## src/rtl/hazard_ctrl_pkg.sv

```systemverilog
// rtl/hazard_ctrl_pkg.sv - shared encodings for the hazard controller
// Purpose: memory-wait FSM state encodings and the zero-register index
//          that is also used by the forwarding unit.
// Ports:   none (package)
package hazard_ctrl_pkg;

    typedef enum logic [1:0] {
        ST_RUN   = 2'd0,
        ST_WAIT  = 2'd1,
        ST_FAULT = 2'd2
    } hc_state_t;

    // x0 is hardwired to zero, so it can never carry a real dependency.
    localparam logic [4:0] REG_ZERO = 5'd0;

endpackage

```

## src/rtl/hazard_ctrl_sat_counter.sv

```systemverilog
// rtl/hazard_ctrl_sat_counter.sv - saturating event counter with sync clear
// Purpose: counts cycles with inc=1, sticks at all-ones, clr wins over inc.
// Ports:   clk, rst_n (async active-low), inc, clr -> cnt[W-1:0]
module sat_counter #(
    parameter int W = 16
) (
    input  logic         clk,
    input  logic         rst_n,
    input  logic         inc,
    input  logic         clr,
    output logic [W-1:0] cnt
);

    logic [W-1:0] cnt_q;
    logic [W-1:0] cnt_d;

    always_comb begin
        cnt_d = cnt_q;
        if (clr) begin
            cnt_d = '0;
        end else if (inc && (cnt_q != {W{1'b1}})) begin
            cnt_d = cnt_q + W'(1);
        end
    end

    always_ff @(posedge clk or negedge rst_n) begin
        if (!rst_n) begin
            cnt_q <= '0;
        end else begin
            cnt_q <= cnt_d;
        end
    end

    assign cnt = cnt_q;

endmodule

```

## src/rtl/hazard_ctrl.sv

```systemverilog
// rtl/hazard_ctrl.sv - load-use bubble, jump flush and memory-stall control
// Purpose: combinational bubble/flush flags and PC/IF-ID enables for the
//          decode stage, a memory-wait FSM that freezes the pipeline while
//          data memory is busy (with sticky timeout fault), and saturating
//          performance counters.
// Ports:   clk, rst_n (async active-low)
//          ID:    Rs1_id, Rs2_id, rs1_used_id, rs2_used_id
//          EX:    Rd_id_ex, MemRead_id_ex, jump_ex
//          MEM:   mem_busy;   perf: cnt_clr
//          out:   load_use_flag, jump_flag, pc_write_en, if_id_write_en,
//                 pipe_hold, mem_err, lu_cnt, flush_cnt, wait_cnt
module hazard_ctrl
    import hazard_ctrl_pkg::*;
#(
    parameter int CNT_W       = 16,
    parameter int MEM_TIMEOUT = 64
) (
    input  logic             clk,
    input  logic             rst_n,
    input  logic [4:0]       Rs1_id,
    input  logic [4:0]       Rs2_id,
    input  logic             rs1_used_id,
    input  logic             rs2_used_id,
    input  logic [4:0]       Rd_id_ex,
    input  logic             MemRead_id_ex,
    input  logic             jump_ex,
    input  logic             mem_busy,
    input  logic             cnt_clr,
    output logic             load_use_flag,
    output logic             jump_flag,
    output logic             pc_write_en,
    output logic             if_id_write_en,
    output logic             pipe_hold,
    output logic             mem_err,
    output logic [CNT_W-1:0] lu_cnt,
    output logic [CNT_W-1:0] flush_cnt,
    output logic [CNT_W-1:0] wait_cnt
);

    localparam int TMO_W = $clog2(MEM_TIMEOUT + 1);
    localparam logic [TMO_W-1:0] TMO_MAX = TMO_W'(MEM_TIMEOUT);

    hc_state_t        state_q, state_d;
    logic [TMO_W-1:0] tmo_q, tmo_d;
    logic             mem_err_q, mem_err_d;
    logic             lu_raw;
    logic             wait_inc;

    assign lu_raw = MemRead_id_ex && (Rd_id_ex != REG_ZERO) &&
                    ((rs1_used_id && (Rs1_id == Rd_id_ex)) ||
                     (rs2_used_id && (Rs2_id == Rd_id_ex)));

    always_ff @(posedge clk or negedge rst_n) begin
        if (!rst_n) begin
            state_q   <= ST_RUN;
            tmo_q     <= '0;
            mem_err_q <= 1'b0;
        end else begin
            state_q   <= state_d;
            tmo_q     <= tmo_d;
            mem_err_q <= mem_err_d;
        end
    end

    // tmo_q counts consecutive busy cycles including the RUN entry cycle,
    // so the FSM sits in WAIT for exactly MEM_TIMEOUT busy cycles.
    always_comb begin
        state_d   = state_q;
        tmo_d     = tmo_q;
        mem_err_d = mem_err_q;
        case (state_q)
            ST_RUN: begin
                if (mem_busy) begin
                    state_d = ST_WAIT;
                    tmo_d   = TMO_W'(1);
                end
            end
            ST_WAIT: begin
                if (!mem_busy) begin
                    state_d = ST_RUN;
                end else if (tmo_q == TMO_MAX) begin
                    state_d   = ST_FAULT;
                    mem_err_d = 1'b1;
                end else begin
                    tmo_d = tmo_q + TMO_W'(1);
                end
            end
            ST_FAULT: begin
                state_d = ST_FAULT;
            end
            default: begin
                state_d = ST_RUN;
            end
        endcase
    end

    // Defaults are the frozen pattern, shared by reset, busy and FAULT.
    // A non-busy WAIT cycle is the release cycle and behaves exactly as RUN.
    always_comb begin
        load_use_flag  = 1'b0;
        jump_flag      = 1'b0;
        pc_write_en    = 1'b0;
        if_id_write_en = 1'b0;
        pipe_hold      = 1'b1;
        if (rst_n && (state_q != ST_FAULT) && !mem_busy) begin
            pipe_hold = 1'b0;
            if (jump_ex) begin
                // the ID instruction is squashed, so its load-use is moot
                jump_flag      = 1'b1;
                pc_write_en    = 1'b1;
                if_id_write_en = 1'b1;
            end else if (lu_raw) begin
                load_use_flag = 1'b1;
            end else begin
                pc_write_en    = 1'b1;
                if_id_write_en = 1'b1;
            end
        end
    end

    assign mem_err  = mem_err_q;
    assign wait_inc = mem_busy && (state_q != ST_FAULT);

    sat_counter #(.W(CNT_W)) u_lu_cnt (
        .clk   (clk),
        .rst_n (rst_n),
        .inc   (load_use_flag),
        .clr   (cnt_clr),
        .cnt   (lu_cnt)
    );

    sat_counter #(.W(CNT_W)) u_flush_cnt (
        .clk   (clk),
        .rst_n (rst_n),
        .inc   (jump_flag),
        .clr   (cnt_clr),
        .cnt   (flush_cnt)
    );

    sat_counter #(.W(CNT_W)) u_wait_cnt (
        .clk   (clk),
        .rst_n (rst_n),
        .inc   (wait_inc),
        .clr   (cnt_clr),
        .cnt   (wait_cnt)
    );

endmodule

```

## config.mk

```make
export PLATFORM = sky130hd
export DESIGN_NAME = hazard_ctrl
export DESIGN_NICKNAME = d
export VERILOG_FILES = /design/src/rtl/hazard_ctrl_pkg.sv /design/src/rtl/hazard_ctrl_sat_counter.sv /design/src/rtl/hazard_ctrl.sv
export SDC_FILE = /design/constraint.sdc
export NUM_CORES = 1
export LEC_CHECK = 0
export BUFFER_PORTS_ARGS = -buffer_cell sky130_fd_sc_hd__buf_2
export CAP_MARGIN = 40
export CORE_UTILIZATION = 50
export CTS_CLUSTER_SIZE = 30
export DETAILED_ROUTE_END_ITERATION = 10
export GPL_ROUTABILITY_DRIVEN = 1
export HOLD_SLACK_MARGIN = 0.02
export PLACE_DENSITY_LB_ADDON = 0.08
export SYNTH_ARGS = -nofsm -noshare
export SYNTH_HDL_FRONTEND = slang
export SYNTH_SLANG_ARGS = --single-unit
```

## constraint.sdc

```tcl
create_clock -name clk -period 6.3 [get_ports clk]
set_clock_uncertainty 0.15 [all_clocks]
set_input_delay 0.315 -clock clk [delete_from_list [all_inputs] [get_ports clk]]
set_output_delay 0.315 -clock clk [all_outputs]
set_load 0.05 [all_outputs]
```

---- After elaboration in Yosys (flattened, before gate mapping) ----
Cells that the tools add are included.
word-level totals
  input bits .............................. 23
  output and inout port bits .............. 54
  bits in read-only memories .............. 0
  memories ................................ 0
  register bits ........................... 58
  bits in latches ......................... 0
  bits in writable memories ............... 0
operators by class
  multiply operators ...................... 0
  reduce and logical (&&, ||, !) cells .... 21
  mux-type cells .......................... 23
  divide/modulo/power cells ............... 0
  bitwise operators ....................... 0
  shifts and indexed selects .............. 0
  order comparisons ....................... 0
  add/sub/neg operators ................... 4
  eq/ne operators ......................... 13
operators with widths
  kind                                                 count
  2-to-1 mux 16 bit                                    6
  adder 16 x 1 -> 16 bit, second input constant        3
  inequality test 16 bit, second input constant        3
  2-to-1 mux 7 bit                                     3
  case mux 7 bit (2 select lines)                      1
  equality test 5 bit                                  2
  logical AND 1 bit                                    10
  2-to-1 mux 1 bit                                     9
  inequality test 2 bit, second input constant         4
  nonzero test 2 bit                                   4
  adder 7 x 1 -> 7 bit, second input constant          1
  equality test 7 bit, second input constant           1
  2-to-1 mux 2 bit                                     3
  case mux 2 bit (3 select lines)                      1
  nonzero test 5 bit                                   1
  AND reduction 4 bit                                  1
  inequality test 3 bit, second input constant         1
  AND reduction 3 bit                                  1
  equality test 2 x 1 -> 1 bit, second input constant  1
  equality test 2 bit, second input constant           1
  logical NOT 2 bit                                    1
  AND reduction 2 bit                                  1
  logical NOT 1 bit                                    1
  logical OR 1 bit                                     1

---- Longest topological paths before layout ----
Gate-level depths: netlist (run 1).
  word-level depth ........................ 10
  mapped depth ............................ 8
  depth with buffers taken out ............ 6

---- Hierarchy ----
Synthesis (run 1) repeated with hierarchy kept, for this count alone.
second synthesis, totals
  cells, all modules ...................... 372
  area total of the unflattened synthesis .. 3523.4 um2
by module, submodules not included
  module       cells an instance  area each (um2)  instances
  sat_counter  98                 942.2            3
  hazard_ctrl  78                 696.9            1

---- Least setup slack after synthesis (run 1) ----
OpenSTA, ideal clock, no wires.
  kind .................................... reg2out
  start ................................... reg state_q[0]
  end ..................................... out pc_write_en
  buffers on the path ..................... 1
  stages on the path, launching flop included .. 6
  path slack .............................. 3657 ps
  arrival ................................. 2178 ps
  path through ............................ dfrtp_1 > nand2b_1 > and2_1 > inv_1 > a21oi_1 > buf_4
on the way
  word-level cells in the longest chain between the ends .. 4
RTL lines
  element                          line                text
  from (decl)                      hazard_ctrl.sv:43   hc_state_t state_q, state_d;
  from (signal assigned)           hazard_ctrl.sv:59   state_q <= state_d;
  inequality test 2 bit            hazard_ctrl.sv:105  if (rst_n && (state_q != ST_FAULT) && !mem_busy) begin
  logical AND 1 bit (2 in series)  hazard_ctrl.sv:105
  2-to-1 mux 1 bit                 --
  to (decl)                        hazard_ctrl.sv:31   output logic pc_write_en,
Every way passes these cells.

---- Worst setup path in the final report (run 1) ----
  start ................................... in rst_n
  end ..................................... reg u_lu_cnt.cnt_q[5] (netlist: u_lu_cnt.cnt[5])
on the way
  word-level cells in the longest chain between the ends .. 5
RTL lines
  element                          line                           text
  from (decl)                      hazard_ctrl.sv:19              input logic rst_n,
  logical AND 1 bit (2 in series)  hazard_ctrl.sv:105
  2-to-1 mux 1 bit                 hazard_ctrl.sv:105
  logical AND 1 bit                hazard_ctrl_sat_counter.sv:21  end else if (inc && (cnt_q != {W{1'b1}})) begin
  nonzero test 2 bit (no line)     --
  to (signal assigned)             hazard_ctrl_sat_counter.sv:30  cnt_q <= cnt_d;
  to (decl)                        hazard_ctrl_sat_counter.sv:14  logic [W-1:0] cnt_q;
Every way passes these cells.
A chain may end at the register's enable or synchronous reset.

==> results of run 1 <==
## worst paths after layout
| check | start | slack (ns) | depth (start not counted) | end |
|---|---|---|---|---|
| max in group asynchronous | rst_n | 5.00 | 3 | u_lu_cnt.cnt[7] |
| min in group asynchronous | rst_n | 0.51 | 3 | u_flush_cnt.cnt[4] |
| max | rst_n | 3.05 | 8 | u_lu_cnt.cnt[5] |
| min | mem_busy | 0.29 | 3 | state_q[0] |
| min reg2reg | mem_err | 0.33 | 1 | mem_err |
| max reg2reg | state_q[0] | 3.75 | 5 | u_lu_cnt.cnt[5] |
## cells in the mapped netlist (6+ instances only)
cell type,instances
nand4_1,12
nor3_1,9
or3_1,11
or4_1,9
xnor2_1,25
nand3_1,22
nand2_1,28
a21oi_1,25
dfrtp_1,58
clkbuf_1,8
o31ai_1,9
o21ai_0,14
xor2_1,6
nor2_1,34
and3_1,6
inv_1,10
## layer usage
layer	vias up	part of all wire	global-route usage
li1	1469	-	-
met2	76	0.47	0.3659
met5	-	0	0
met3	7	0.053	0.07853
met4	0	0.011	0.06270
met1	1380	0.47	0.2986
## state kept, by name (all words and copies together) (netlist names)
register         flops
u_flush_cnt.cnt     16
mem_err              1
tmo_q                7
u_lu_cnt.cnt        16
u_wait_cnt.cnt      16
state_q              2
## worst register-to-register path, stage by stage (launching register included)
cell and delay (ns):
dfrtp_1 0.41, nand2b_1 0.27, and2_1 0.23, nand3_1 0.50, nor4b_1 0.51, mux2_2 0.37
## cell type report
cell class,count,area share
Multi-Input combinational cell,277,0.4432
Sequential cell,58,0.3710
Clock inverter,5,0.01375
Timing Repair Buffer,78,0.1017
Inverter,10,0.009594
Tap cell,77,0.02462
Clock buffer,11,0.03614
## cell families after synthesis
kind of cell / synth area share
AOI/OAI and AO/OA: 0.1257
muxes: 0.01633
xor gates and xnor gates: 0.08242
buffers and inverters: 0.03304
DFF: 0.4406
and+or+nand+nor: 0.2829
adders and majority gates: 0.01899
## power by group
part / switching [uW] / total, uW / leakage, uW / internal (uW)
Clock: 146 / 338 / 0.000103 / 192
Sequential: 8.91 / 389 / 0.000801 / 380
Combinational: 47.4 / 71.2 / 0.000838 / 23.7
## through the flow
| stage | cells | power (uW) |
|---|---|---|
| 2_1_floorplan | 359 | 439.1 |
| 3_3_place_gp | 499 | 465.6 |
| 3_5_place_dp | 499 | 466.7 |
| 4_1_cts | 516 | 809.8 |
| 5_1_grt | 516 | 836.2 |
| 6_report | 516 | 797.4 |
## repair_timing
action,in CTS,in global routing
endpoints found under the setup margin,0,0
hold buffers,1,0
endpoints found under the hold margin,58,0
==> run metrics, run 1 <==
core area 6350 um^2; largest net degree at the start of global routing 60; chip width 83.17 um; Peak Freq 0.3072 GHz; root buffer cell clkbuf_8; #FFs+latches synth 58; Global Route Usage Sum 0.2296; first-pass GRT wire length approximately 13000 um; crit-path max cell delay between 0.5 and 0.6 ns; TritonCTS Buffers 9; Ports 77; area of the multi-input gates approximately 1700 um^2; sequential element share of the synthesized area 0.4406; Pleak 0.001742 uW; Initial Util 0.5188; gp weighted congestion 0.8469; worst vdd ir 0.0001478 V; drt total wl 7330 um; P per Cell Area roughly 200 nW/um^2; Clock Path Buffers 2; layout cells sized above 1 0.2323; ys async rst share 1.000; fin. max-slew vios 0; RSZ-0062 raised after global routing false; ranking of synthesized cells by area dfrtp_1, xnor2_1, nor2_1; Synth Net Count 387; status finished clean; final hold vios 0; Reg area 1451 um^2; Final setup viols 0; vias in the first global route about 2700; Nets 462; final worst setup slack 3.045 ns; crit path buf inv count 3; H-tree depth 3; Max stage delay cell, worst path buf_4; Worst path top cell family by delay simple AND/OR/NAND/NOR gates; syn avg cell area 9.177 um^2; postcts setup bufs 0; most frequent cells in the layout buf_2, dfrtp_1, nor2_1; Initial DRT Pass Iterations 4; Synth warnings 0; critical-path maximum fanout 59; Final Util 0.6162; Syn Std Cell Area around 3300 um^2; filler cell count 556; min Tclk post-route 3.255 ns; Tightest Pin Transition 0.8649 ns; CTS resizes 0; Synth area leader dfrtp_1; num rows 29; initial drt markers approximately 130; Clock Sinks a little under 60; Arr. time, crit path between 3 and 4 ns; Routed WL per cell 14.21 um; area fraction of the dominant cell type after synthesis 0.4406; worst-case hold slack between 0.2 and 0.3 ns; min-delay worst type in -> reg; setup slack at placement between 3 and 4 ns; Final TNS setup 0 ns; synth unique cells 45; die height between 80 and 90 um; worst path cell trace dlygate4sd3_1 > buf_2 > buf_4 > nor2b_1 > and2_1 > nand3_1 > nor4b_1 > mux2_2; CTS tree yes; Avg Vias per Cell approximately 5.7; GRT Residual Overflow 0; Die ar. 6917 um^2; antenna violations before repair 0; Worst setup SP type input port; drt drc 0; Final ANT Viol Nets 0; max-slew headroom at the worst pin 0.4234; placed cell area 3707 um^2; dpl hpwl about 5000 um; final worst path period share 0.5166; worst skew pair latency 0.34 ns; required time worst endpoint 6.37 ns; Post-Syn Instances ~360; clock-pin slew on the worst setup and hold paths 0.06 ns; Crit. End Element flip-flop; final non-filler cell area 3913 um^2; antenna cell count 0; Vias 2932; commonest non-fill, non-tap cell in the layout buf_2; PortBufs 76; number of flops mapped to enable cells by yosys 0; maxcap violations 0; CP Class in -> reg; ys flop type dfrtp_1; P&R area growth vs syn 18.76%
Note: power is estimated with default switching activity, not from simulation.
==> run 2: changes to the inputs <==
--- a/config.mk
+++ b/config.mk
@@ -7,7 +7,7 @@
 export LEC_CHECK = 0
 export BUFFER_PORTS_ARGS = -buffer_cell sky130_fd_sc_hd__buf_2
 export CAP_MARGIN = 40
-export CORE_UTILIZATION = 50
+export CORE_UTILIZATION = 49
 export CTS_CLUSTER_SIZE = 30
 export DETAILED_ROUTE_END_ITERATION = 10
 export GPL_ROUTABILITY_DRIVEN = 1
==> constraint.sdc (replaced) <==
create_clock -name clk -period 2.9 [get_ports clk]
set_clock_uncertainty 0.15 [all_clocks]
set_input_delay 0.145 -clock clk [delete_from_list [all_inputs] [get_ports clk]]
set_output_delay 0.145 -clock clk [all_outputs]
set_load 0.05 [all_outputs]
==> run 2 against run 1 <==
Net effect:
- the run now ends with DRC left
- setup slack lost 2.5 ns
- core utilization is 0.38 points lower
- sequential power rose by 120%
- power grew 120%
- via count grew 0.75%
- largest power group unchanged
==> run metrics, run 2 (synthesized netlist as in run 1, its figures left out) <==
Pleak 0.001748 uW (+0.37%); final hold vios 0 (unchanged); critical-path maximum fanout 17 (-71%); PortBufs 76 (unchanged); Routed WL per cell 14.10 um (-0.71%); Ports 77 (unchanged); R2R Path Start state_q[0]; Global Route Usage Sum 0.2169 (-0.01278); Clock Path Buffers 2 (unchanged); antenna violations before repair 0 (unchanged); clock power share 0.438 (+0.014); TritonCTS Buffers 9 (unchanged); Peak Freq 0.4169 GHz; layout cells sized above 1 0.2295 (-0.002801); H-tree depth 3 (unchanged); Crit. End Element flip-flop; area of the multi-input gates 1734 um^2 (unchanged); Worst setup SP type flip-flop; final worst path period share 0.8272; Sw Pwr 426.9 uW (+110%); Worst setup startpoint state_q[0]; first-pass GRT wire length 12280 um (-3.2%); drt total wl 7292 um (-0.52%); Net Sw Frac 0.2394 (-0.01408); Reg power frac 0.474 (-0.013); placed cell area 3722 um^2 (+0.40%); max-slew headroom at the worst pin 0.4536 (+0.03020); min-delay worst type in -> reg; final non-filler cell area 3933 um^2 (+0.51%); combinational share of power 0.088 (about the same); RSZ-0062 raised after global routing false; clock-pin slew on the worst setup and hold paths 0.07 ns (about the same); required time worst endpoint 2.96 ns (-3.41 ns); Arr. time, crit path 2.46 ns (-0.87 ns); Reg area 1451 um^2 (unchanged); chip width 84.00 um (+0.99%); filler cell count 576 (+3.6%); vias in the first global route 2643 (-2.4%); fin. max-slew vios 0 (unchanged); core area 6422 um^2 (+1.1%); internal power 1357 uW (+130%); antenna cell count 0 (unchanged); worst vdd ir 0.0003206 V (+120%); setup slack at placement 0.4926 ns (-2.679 ns); Final TNS setup 0 ns (unchanged); commonest non-fill, non-tap cell in the layout buf_2; GRT Residual Overflow 0 (unchanged); HP Start cnt_clr; CTS tree yes; Final ANT Viol Nets 0 (unchanged); num rows 29 (unchanged); P per Cell Area 453.5 nW/um^2 (+120%); P&R area growth vs syn 19.37%; worst-case hold slack 0.08628 ns (-0.2065 ns); Clock Sinks 58 (unchanged); Initial Util 0.5130 (-0.005862); Nets 464 (+0.43%); Vias 2954 (+0.75%); maxcap violations 0 (unchanged); die height 84.00 um (+0.99%); Final setup viols 0 (unchanged); Avg Vias per Cell 5.714 (+0.56%); initial drt markers 196 (+56%); min Tclk post-route 2.399 ns; drt drc 16 (+16); status finished with violations; Die ar. 7055 um^2 (+2.0%); gp weighted congestion 0.8346 (-1.5%); CP Class reg -> reg; Tightest Pin Transition 0.8196 ns (-0.04530 ns); dpl hpwl 5165 um (+2.6%); largest net degree at the start of global routing 59 (-1.7%); Initial DRT Pass Iterations 7 (+3); most frequent cells in the layout buf_2, dfrtp_1, nor2_1; root buffer cell clkbuf_8; failing checks DRC; final worst setup slack 0.5011 ns (-2.544 ns); worst skew pair latency 0.33 ns (about the same)
-- run 2: cell count changes in the layout (fill, tap and decap cells not counted), sizes merged --
cell and delta:
buf +2, clkinv -3, bufinv +1, clkbuf +1
-- run 2: critical path: stages (launching register included) --
cell      delay, ns
dfrtp_1        0.40
nand2b_1       0.27
and2_1         0.24
nand3_1        0.42
nor4b_1        0.42
mux2_2         0.38
-- run 2: routing by layer --
metal / track usage / vias to the layer above / routed length (um)
met5: 0 / - / 0
met4: 0.09561 / 0 / 70
met3: 0.03561 / 9 / 338
met2: 0.3323 / 71 / 3345
met1: 0.3028 / 1409 / 3538
li1: - / 1465 / -
-- run 2: what timing repair did --
| item | in CTS | in global routing |
|---|---|---|
| endpoints found under the hold margin | 58 | 0 |
| setup buffers | 0 | 0 |
| hold buffers | 1 | 0 |
| gates resized for setup | 0 | 0 |
| setup endpoints to repair | 0 | 0 |
-- run 2: power by group through the flow --
stage / sequential [uW] / clock [uW] / combinational, uW
global placement: 858 / 0 / 156
finish: 845 / 782 / 156
floorplan: 869 / 0 / 85.2
detailed placement: 859 / 0 / 157
global route: 848 / 837 / 173
CTS: 845 / 802 / 159
-- run 2: final cells by class --
| cell class | instances | share of cell area |
|---|---|---|
| clock buffers | 12 | 0.03436 |
| repair buffers | 80 | 0.1050 |
| multi-input cells | 277 | 0.4410 |
| inverters | 10 | 0.009545 |
| clock inverters | 3 | 0.01654 |
| well taps | 77 | 0.02450 |
| flip-flops and latches | 58 | 0.3691 |
-- run 2: through the flow --
| stage | power, uW | std cells | util |
|---|---|---|---|
| finish | 1784 | 517 | 0.6123 |
| global route | 1858 | 517 | 0.6123 |
| CTS | 1805 | 517 | 0.6123 |
| detailed placement | 1016 | 501 | 0.5796 |
| global placement | 1013 | 501 | 0.5796 |
| floorplan | 953.9 | 359 | - |
-- run 2: worst paths after layout --
kind	to	slack [ns]	cells after the start
worst max-delay path	u_lu_cnt.cnt[5]	0.50	5
worst min register to register	mem_err	0.33	1
worst min-delay path	u_wait_cnt.cnt[5]	0.09	2
max in group asynchronous	u_lu_cnt.cnt[15]	1.75	3
min in group asynchronous	u_flush_cnt.cnt[2]	0.35	3
worst max register to register	u_lu_cnt.cnt[5]	0.50	5
